### src/rtl/mips_multicycle_control.sv
// Main control FSM for the multicycle MIPS datapath: sequences fetch/decode/execute/memory/writeback.
// Optional feature: define ILLEGAL_OP_TRAP_EN to trap illegal opcodes through the EXCEPT state.
module mips_multicycle_control #(
  parameter int STATE_W = 4
) (
  input  logic               clk,
  input  logic               reset_n,
  input  logic [5:0]         opcode,
  input  logic               mem_ready,
  output logic               pc_write,
  output logic               pc_write_cond,
  output logic               i_or_d,
  output logic               mem_read,
  output logic               mem_write,
  output logic               ir_write,
  output logic               mem_to_reg,
  output logic               reg_dst,
  output logic               reg_write,
  output logic               alu_src_a,
  output logic [1:0]         alu_src_b,
  output logic [1:0]         alu_op,
  output logic [1:0]         pc_source,
  output logic               instr_done,
  output logic               exc,
  output logic [STATE_W-1:0] state
);

  typedef enum logic [STATE_W-1:0] {
    S_FETCH     = STATE_W'(0),
    S_DECODE    = STATE_W'(1),
    S_MEM_ADDR  = STATE_W'(2),
    S_MEM_READ  = STATE_W'(3),
    S_MEM_WB    = STATE_W'(4),
    S_MEM_WRITE = STATE_W'(5),
    S_R_EXEC    = STATE_W'(6),
    S_R_WB      = STATE_W'(7),
    S_BRANCH    = STATE_W'(8),
    S_JUMP      = STATE_W'(9),
    S_ADDI_EXEC = STATE_W'(10),
    S_ADDI_WB   = STATE_W'(11),
    S_EXCEPT    = STATE_W'(12)
  } state_t;

  localparam logic [5:0] OP_RTYPE = 6'b000000;
  localparam logic [5:0] OP_LW    = 6'b100011;
  localparam logic [5:0] OP_SW    = 6'b101011;
  localparam logic [5:0] OP_BEQ   = 6'b000100;
  localparam logic [5:0] OP_J     = 6'b000010;
  localparam logic [5:0] OP_ADDI  = 6'b001000;

  state_t state_reg, state_next;

  always_ff @(posedge clk) begin
    if (!reset_n) state_reg <= S_FETCH;
    else          state_reg <= state_next;
  end

  assign state = reset_n ? state_reg : '0;

  always_comb begin
    state_next    = S_FETCH;
    pc_write      = 1'b0;
    pc_write_cond = 1'b0;
    i_or_d        = 1'b0;
    mem_read      = 1'b0;
    mem_write     = 1'b0;
    ir_write      = 1'b0;
    mem_to_reg    = 1'b0;
    reg_dst       = 1'b0;
    reg_write     = 1'b0;
    alu_src_a     = 1'b0;
    alu_src_b     = 2'b00;
    alu_op        = 2'b00;
    pc_source     = 2'b00;
    instr_done    = 1'b0;
    exc           = 1'b0;

    case (state_reg)
      S_FETCH: begin
        mem_read   = 1'b1;
        alu_src_b  = 2'b01;
        ir_write   = mem_ready;
        pc_write   = mem_ready;
        state_next = mem_ready ? S_DECODE : S_FETCH;
      end
      S_DECODE: begin
        // Speculatively compute the branch target into ALUOut.
        alu_src_b = 2'b11;
        case (opcode)
          OP_LW, OP_SW: state_next = S_MEM_ADDR;
          OP_RTYPE:     state_next = S_R_EXEC;
          OP_BEQ:       state_next = S_BRANCH;
          OP_J:         state_next = S_JUMP;
          OP_ADDI:      state_next = S_ADDI_EXEC;
          default: begin
`ifdef ILLEGAL_OP_TRAP_EN
            state_next = S_EXCEPT;
`else
            instr_done = 1'b1;
            state_next = S_FETCH;
`endif
          end
        endcase
      end
      S_MEM_ADDR: begin
        alu_src_a  = 1'b1;
        alu_src_b  = 2'b10;
        state_next = (opcode == OP_LW) ? S_MEM_READ : S_MEM_WRITE;
      end
      S_MEM_READ: begin
        mem_read   = 1'b1;
        i_or_d     = 1'b1;
        state_next = mem_ready ? S_MEM_WB : S_MEM_READ;
      end
      S_MEM_WRITE: begin
        mem_write  = 1'b1;
        i_or_d     = 1'b1;
        instr_done = mem_ready;
        state_next = mem_ready ? S_FETCH : S_MEM_WRITE;
      end
      S_MEM_WB: begin
        reg_write  = 1'b1;
        mem_to_reg = 1'b1;
        instr_done = 1'b1;
      end
      S_R_EXEC: begin
        alu_src_a  = 1'b1;
        alu_op     = 2'b10;
        state_next = S_R_WB;
      end
      S_R_WB: begin
        reg_write  = 1'b1;
        reg_dst    = 1'b1;
        instr_done = 1'b1;
      end
      S_BRANCH: begin
        alu_src_a     = 1'b1;
        alu_op        = 2'b01;
        pc_write_cond = 1'b1;
        pc_source     = 2'b01;
        instr_done    = 1'b1;
      end
      S_JUMP: begin
        pc_write   = 1'b1;
        pc_source  = 2'b10;
        instr_done = 1'b1;
      end
      S_ADDI_EXEC: begin
        alu_src_a  = 1'b1;
        alu_src_b  = 2'b10;
        state_next = S_ADDI_WB;
      end
      S_ADDI_WB: begin
        reg_write  = 1'b1;
        instr_done = 1'b1;
      end
`ifdef ILLEGAL_OP_TRAP_EN
      S_EXCEPT: begin
        pc_write   = 1'b1;
        pc_source  = 2'b11;
        exc        = 1'b1;
        instr_done = 1'b1;
      end
`endif
      default: state_next = S_FETCH;
    endcase

    // Reset masks every control line so nothing is written in the reset cycle.
    if (!reset_n) begin
      pc_write      = 1'b0;
      pc_write_cond = 1'b0;
      i_or_d        = 1'b0;
      mem_read      = 1'b0;
      mem_write     = 1'b0;
      ir_write      = 1'b0;
      mem_to_reg    = 1'b0;
      reg_dst       = 1'b0;
      reg_write     = 1'b0;
      alu_src_a     = 1'b0;
      alu_src_b     = 2'b00;
      alu_op        = 2'b00;
      pc_source     = 2'b00;
      instr_done    = 1'b0;
      exc           = 1'b0;
    end
  end

endmodule

### config.mk
export PLATFORM = sky130hd
export DESIGN_NAME = mips_multicycle_control
export DESIGN_NICKNAME = d
export VERILOG_FILES = /design/src/rtl/mips_multicycle_control.sv
export SDC_FILE = /design/constraint.sdc
export NUM_CORES = 1
export LEC_CHECK = 0
export ABC_AREA = 0
export CAP_MARGIN = 20
export CORE_MARGIN = 2
export CORE_UTILIZATION = 45
export CTS_BUF_LIST = sky130_fd_sc_hd__clkbuf_2 sky130_fd_sc_hd__clkbuf_4 sky130_fd_sc_hd__clkbuf_8
export DETAILED_ROUTE_END_ITERATION = 10
export DONT_BUFFER_PORTS = 1
export SYNTH_ARGS = -nofsm -noshare
export SYNTH_HDL_FRONTEND = slang
export SYNTH_SLANG_ARGS = --single-unit
export TNS_END_PERCENT = 30
### constraint.sdc
create_clock -name clk -period 1.05 [get_ports clk]
set_input_delay 0.1575 -clock clk [delete_from_list [all_inputs] [get_ports clk]]
set_output_delay 0.1575 -clock clk [all_outputs]
set_load 0.005 [all_outputs]
==> results of run 1 <==
-- power groups by stage --
stage | sequential [mW] | combinational (mW) | clock (mW)
after CTS | 0.159 | 0.119 | 0.195
final | 0.157 | 0.144 | 0.193
after global placement | 0.163 | 0.0981 | 0
after floorplan | 0.162 | 0.0866 | 0
after global routing | 0.157 | 0.157 | 0.204
after detailed placement | 0.163 | 0.0990 | 0
-- synthesized netlist by cell type (2+ instances only) --
| cell type | n |
|---|---|
| a21oi_1 | 3 |
| a31oi_1 | 2 |
| and2_1 | 4 |
| and3_1 | 2 |
| and4_1 | 2 |
| buf_2 | 2 |
| buf_4 | 5 |
| buf_6 | 3 |
| dfxtp_1 | 4 |
| nand2_1 | 7 |
| nand2b_1 | 3 |
| nand4_1 | 3 |
| nor2_1 | 12 |
| nor3_1 | 6 |
| nor3_2 | 2 |
| nor4_1 | 3 |
| o211ai_1 | 2 |
| o21a_1 | 2 |
| o21ai_0 | 2 |
| o21bai_1 | 2 |
| xor2_1 | 2 |
-- area by class of cell --
type	count	area share, %
Multi-Input combinational cell	76	63.9
Sequential cell	4	9.43
Tap cell	15	1.91
Clock buffer	3	2.29
Timing Repair Buffer	22	22.0
Inverter	1	0.382
-- per-stage QoR --
stage | util, % | hold slack [ns]
4_1_cts | 66.6 | 0.0947
3_3_place_gp | 56.2 | 0.346
3_5_place_dp | 56.2 | 0.349
5_1_grt | 73.6 | 0.100
2_1_floorplan | - | 0.329
6_report | 73.6 | 0.101
-- routing by layer --
metal | track usage (%) | share of wire (%)
met5 | 0 | 0
met1 | 27.0 | 38
met4 | 6.88 | 2.7
met3 | 3.88 | 6.2
met2 | 38.2 | 53
-- worst max-delay path: cells and delay by family (launching register included) --
kind | cells | cell delay (ns)
simple gates | 1 | 0.22
flops | 1 | 0.35
buf+inv | 2 | 0.27
xor+xnor | 1 | 0.18
-- logic make-up (layout without fill, tap and decap cells) --
group                     after synthesis  after routing  synth area share [%]
DFF                                     4              4                  12.1
and+or+nand+nor                        52             52                  46.3
AOI/OAI and AO/OA                      20             20                  24.1
buffers and inverters                  11             26                  12.9
xor gates and xnor gates                3              3                  3.99
other                                   1              1                 0.569
-- worst min path at each step --
stage | slack [ns] | startpoint | endpoint | cells after the start
2_1_floorplan | 0.33 | opcode[1] | state_reg[0] | 2
3_3_place_gp | 0.35 | opcode[1] | state_reg[0] | 2
3_5_place_dp | 0.35 | reset_n | state_reg[2] | 2
4_1_cts | 0.09 | reset_n | state_reg[2] | 2
5_1_grt | 0.10 | reset_n | state_reg[2] | 2
6_report | 0.10 | reset_n | state_reg[2] | 2
-- what timing repair did --
| item | CTS | global route |
|---|---|---|
| setup endpoints to repair | 25 | 25 |
| buffers inserted | 3 | 4 |
| pin swaps | 5 | 2 |
| resized for setup | 22 | 18 |
==> flow_summary.json, run 1 <==
{
  "pwr-share-comb_pct": 29.3,
  "fin_skew_ns": 0.00303,
  "rsz0062_at_grt": "true",
  "area_growth_pct": 49.0,
  "htreeDepth": 1,
  "cp_cell_sequence": "buf_6, buf_4, xor2_1, and3_1",
  "n_fill_cell": 108,
  "antenna_found_initial": 0,
  "timing.final.crit_share_pct": 134,
  "leakage_nw": 0.365,
  "chipHeight_um": 42.3,
  "die_x_um": 42.3,
  "first_pass_iters": 4,
  "cp.arrival_ns": 1.25,
  "dpl.cell_count": 111,
  "largest_reg_flops": 4,
  "rr_worst_depth": 6,
  "grt_pass1_vias": 659,
  "hpwl_mm": 1.25,
  "cp.required_ns": 0.89,
  "grt-ovfl-total": 0,
  "synth_warnings": 0,
  "rr_endpoint": "state_reg[3]",
  "startpoint_type": "register",
  "tns_ns": -4.82,
  "p_switching_mw": 0.140,
  "wl_per_cell_um": 16.2,
  "regToRegStartpoint": "state_reg[1]",
  "power.total_mw": 0.494,
  "critical_path_class": "register to output pin",
  "synth_area_leaders": "dfxtp_1, nor2_1, buf_4",
  "grt_pass1_wl_mm": 3.06,
  "row_count": 13,
  "setup_viol_count_final": 25,
  "cp_slowest_cell": "dfxtp_4",
  "grt_start_max_net_pins": 16,
  "drtAntennaViolNets": 0,
  "crit_path_end_kind": "output pin",
  "power_density_nw_per_um2": 503,
  "drc_errors": 0,
  "violations": "setup timing",
  "hold_class": "input pin to register",
  "synthCells": 91,
  "drive_gt1_share_pct": 55.7,
  "cts_tree": "done",
  "finalMaxSlewViolations": 0,
  "core-area_um2": 1330,
  "yosysTopAreaCellShare_pct": 12.1,
  "async_flop_share_pct": 0,
  "start_util_pct": 49.4,
  "netSwitchingFraction_pct": 28.4,
  "dp_slack_ns": -0.189,
  "port_buffers": 0,
  "num_vias": 754,
  "antenna_cells": 0,
  "grt_usage_pct": 21.9,
  "p_int_mw": 0.353,
  "final_common_cell": "buf_4",
  "drt_iter0_drc": 13,
  "critPathMaxFanout": 8,
  "synthesis.nets": 100,
  "pwr-share-clk_pct": 39.0,
  "cts.sinks": 4,
  "mostFrequentLayoutCells": "buf_4, nor2_1, buf_6, nor3_2, nand2_1",
  "status": "complete, but fails checks",
  "seqPwrFrac_pct": 31.7,
  "fmax_mhz": 711,
  "crit_start": "state_reg[1]",
  "final_cell_count_no_fill": 121,
  "layout.nets": 117,
  "ys_types": 39,
  "cap_viol_max_count": 0,
  "wl_mm": 1.96,
  "clk-insertion-delay-late_ns": 0.24,
  "cts-root-buf": "clkbuf_4",
  "syn_avg_cell_area_um2": 7.25,
  "hold_violations": 0,
  "clk_pin_slew_ns": 0.04,
  "rrSetupSlack_ns": -0.19,
  "max_stage_delay_ns": 0.35,
  "cts_buffer_depth": 2,
  "syn_area_um2": 659,
  "vias_per_cell": 6.23,
  "cts_inserted_buffers": 3,
  "seq_area_um2": 92.6,
  "fin_crit_ns": 1.41,
  "ir_drop_mv": 0.308,
  "die-area_um2": 1790,
  "finalWeightedCongestion": 0.832,
  "multiInputGateArea_um2": 628,
  "synth_largest_area_cell": "dfxtp_1",
  "synth-edff-count": 0,
  "ys_seq_elements": 4,
  "placedInstanceArea_um2": 749,
  "fin_ws_ns": -0.357,
  "pin_count": 31,
  "synth_ff_type": "dfxtp_1",
  "final_area_um2": 982,
  "yosysSeqAreaShare_pct": 12.1,
  "cts-hold-fix-buffers": 0,
  "crit_path_end": "i_or_d"
}
Note: power is estimated with default switching activity, not from simulation.
==> run 2, diff against run 1 <==
--- a/config.mk
+++ b/config.mk
@@ -7,11 +7,13 @@
 export LEC_CHECK = 0
 export ABC_AREA = 0
 export CAP_MARGIN = 20
+export CORE_ASPECT_RATIO = 0.9
 export CORE_MARGIN = 2
 export CORE_UTILIZATION = 45
 export CTS_BUF_LIST = sky130_fd_sc_hd__clkbuf_2 sky130_fd_sc_hd__clkbuf_4 sky130_fd_sc_hd__clkbuf_8
 export DETAILED_ROUTE_END_ITERATION = 10
 export DONT_BUFFER_PORTS = 1
+export SLEW_MARGIN = 0
 export SYNTH_ARGS = -nofsm -noshare
 export SYNTH_HDL_FRONTEND = slang
 export SYNTH_SLANG_ARGS = --single-unit
==> run 2 against run 1 <==
  * The run still ends with setup timing left
  * Count of clock-buffer cells in the layout unchanged
  * Combinational power up 18%
  * Sequential share of layout area down 0.72 points
  * Critical endpoint is now instr_done
==> flow_summary.json, run 2 (same netlist as run 1, synthesis figures left out) <==
{
  "status": "complete, but fails checks",
  "violations": "setup timing",
  "final_cell_count_no_fill": 127,
  "drtAntennaViolNets": 0,
  "worstHoldPathCells": 2,
  "cp_cell_sequence": "nand2b_4, o21a_1, o2111ai_2, o21ai_2",
  "cts_buffer_depth": 2,
  "p_int_mw": 0.366,
  "rr_endpoint": "state_reg[0]",
  "critical-path-top-delay-family": "compound AO/OA/AOI/OAI gates",
  "pwr-share-comb_pct": 32.3,
  "largest_reg_flops": 4,
  "clk_pin_slew_ns": 0.04,
  "cp_slowest_cell": "dfxtp_4",
  "dp_slack_ns": -0.201,
  "vias_per_cell": 6.56,
  "cap_viol_max_count": 0,
  "cts_tree": "done",
  "regToRegStartpoint": "state_reg[1]",
  "grt-ovfl-total": 0,
  "antenna_cells": 0,
  "wl_per_cell_um": 19.0,
  "first_pass_iters": 4,
  "timing.final.crit_share_pct": 140,
  "rrSetupSlack_ns": -0.24,
  "leakage_nw": 0.424,
  "final_common_cell": "buf_4",
  "die-area_um2": 1790,
  "hold_start": "reset_n",
  "core-area_um2": 1420,
  "rsz0062_at_grt": "true",
  "hpwl_mm": 1.30,
  "seqPwrFrac_pct": 29.2,
  "rr_worst_depth": 5,
  "cp.required_ns": 0.89,
  "antenna_found_initial": 0,
  "cts-root-buf": "clkbuf_4",
  "power.total_mw": 0.527,
  "die_x_um": 44.4,
  "start_util_pct": 46.6,
  "drt_iter0_drc": 14,
  "critical_path_class": "register to output pin",
  "mostFrequentLayoutCells": "buf_4, nor2_1, buf_6",
  "path_buf_inv": 0,
  "ir_drop_mv": 0.297,
  "grt_usage_pct": 23.4,
  "finalWeightedCongestion": 0.864,
  "cp.arrival_ns": 1.31,
  "clk-insertion-delay-late_ns": 0.25,
  "pin_count": 31,
  "fin_crit_ns": 1.47,
  "cts_inserted_buffers": 3,
  "max_stage_delay_ns": 0.37,
  "pwr-share-clk_pct": 38.5,
  "grt_pass1_wl_mm": 3.03,
  "hold_class": "input pin to register",
  "startpoint_type": "register",
  "layout.nets": 123,
  "netSwitchingFraction_pct": 30.5,
  "crit_path_end_kind": "output pin",
  "area_growth_pct": 65.7,
  "critPathMaxFanout": 7,
  "final_util_pct": 77.2,
  "htreeDepth": 1,
  "port_buffers": 0,
  "drive_gt1_share_pct": 58.0,
  "n_fill_cell": 100,
  "hold_ws_ns": 0.108,
  "chipHeight_um": 40.3,
  "finalMaxSlewViolations": 0,
  "row_count": 13,
  "power_density_nw_per_um2": 482,
  "setup_viol_count_final": 25,
  "dpl.cell_count": 108,
  "hold_violations": 0,
  "p_switching_mw": 0.160,
  "cts.sinks": 4,
  "grt_pass1_vias": 661,
  "wl_mm": 2.41,
  "grt_start_max_net_pins": 17,
  "fin_skew_ns": 0.00758,
  "min_to": "state_reg[2]",
  "fin_ws_ns": -0.418,
  "drc_errors": 0,
  "fmax_mhz": 681,
  "num_vias": 833
}
==> run 2: worst max path at each step <==
stage	startpoint	end	slack, ns	depth (start not counted)
CTS	state_reg[1]	instr_done	-0.33	4
global route	state_reg[1]	instr_done	-0.44	4
detailed placement	state_reg[0]	state_reg[2]	-0.20	5
floorplan	state_reg[1]	instr_done	-0.08	5
finish	state_reg[1]	instr_done	-0.42	4
global placement	state_reg[0]	state_reg[2]	-0.16	5
==> run 2: power by group through the flow <==
stage               combinational, mW  sequential (mW)  clock [mW]
CTS                             0.126            0.156       0.190
global placement               0.0952            0.162           0
global route                    0.179            0.154       0.217
floorplan                      0.0866            0.162           0
detailed placement             0.0969            0.162           0
finish                          0.170            0.154       0.203
==> run 2: area by class of cell <==
cell class / instances / area [µm²] / share of cell area (%)
repair buffers: 28 / 307 / 28.1
flip-flops and latches: 4 / 95.1 / 8.71
clock buffers: 3 / 22.5 / 2.06
inverters: 1 / 3.75 / 0.344
well taps: 15 / 18.8 / 1.72
multi-input cells: 76 / 646 / 59.1
==> run 2: metrics by stage <==
stage	TNS, ns	cell area, µm²
6_report	-5.60	1090
5_1_grt	-6.41	1090
4_1_cts	-4.25	910
3_5_place_dp	-1.71	739
3_3_place_gp	-1.30	739
2_1_floorplan	-0.465	674
==> run 2: what timing repair did <==
item | in CTS | in global routing
pin swaps | 5 | 7
gates resized for setup | 24 | 24
endpoints found under the hold margin | 0 | 0
endpoints found under the setup margin | 24 | 25
gates cloned | 0 | 1
hold buffers | 0 | 0
setup buffers | 6 | 10
==> run 2: layer usage <==
layer / track usage, % / routed length (µm) / vias to the layer above
li1: - / - / 373
met1: 29.2 / 905 / 416
met5: 0 / 0 / -
met3: 3.15 / 118 / 8
met4: 9.09 / 54 / 0
met2: 41.5 / 1330 / 36
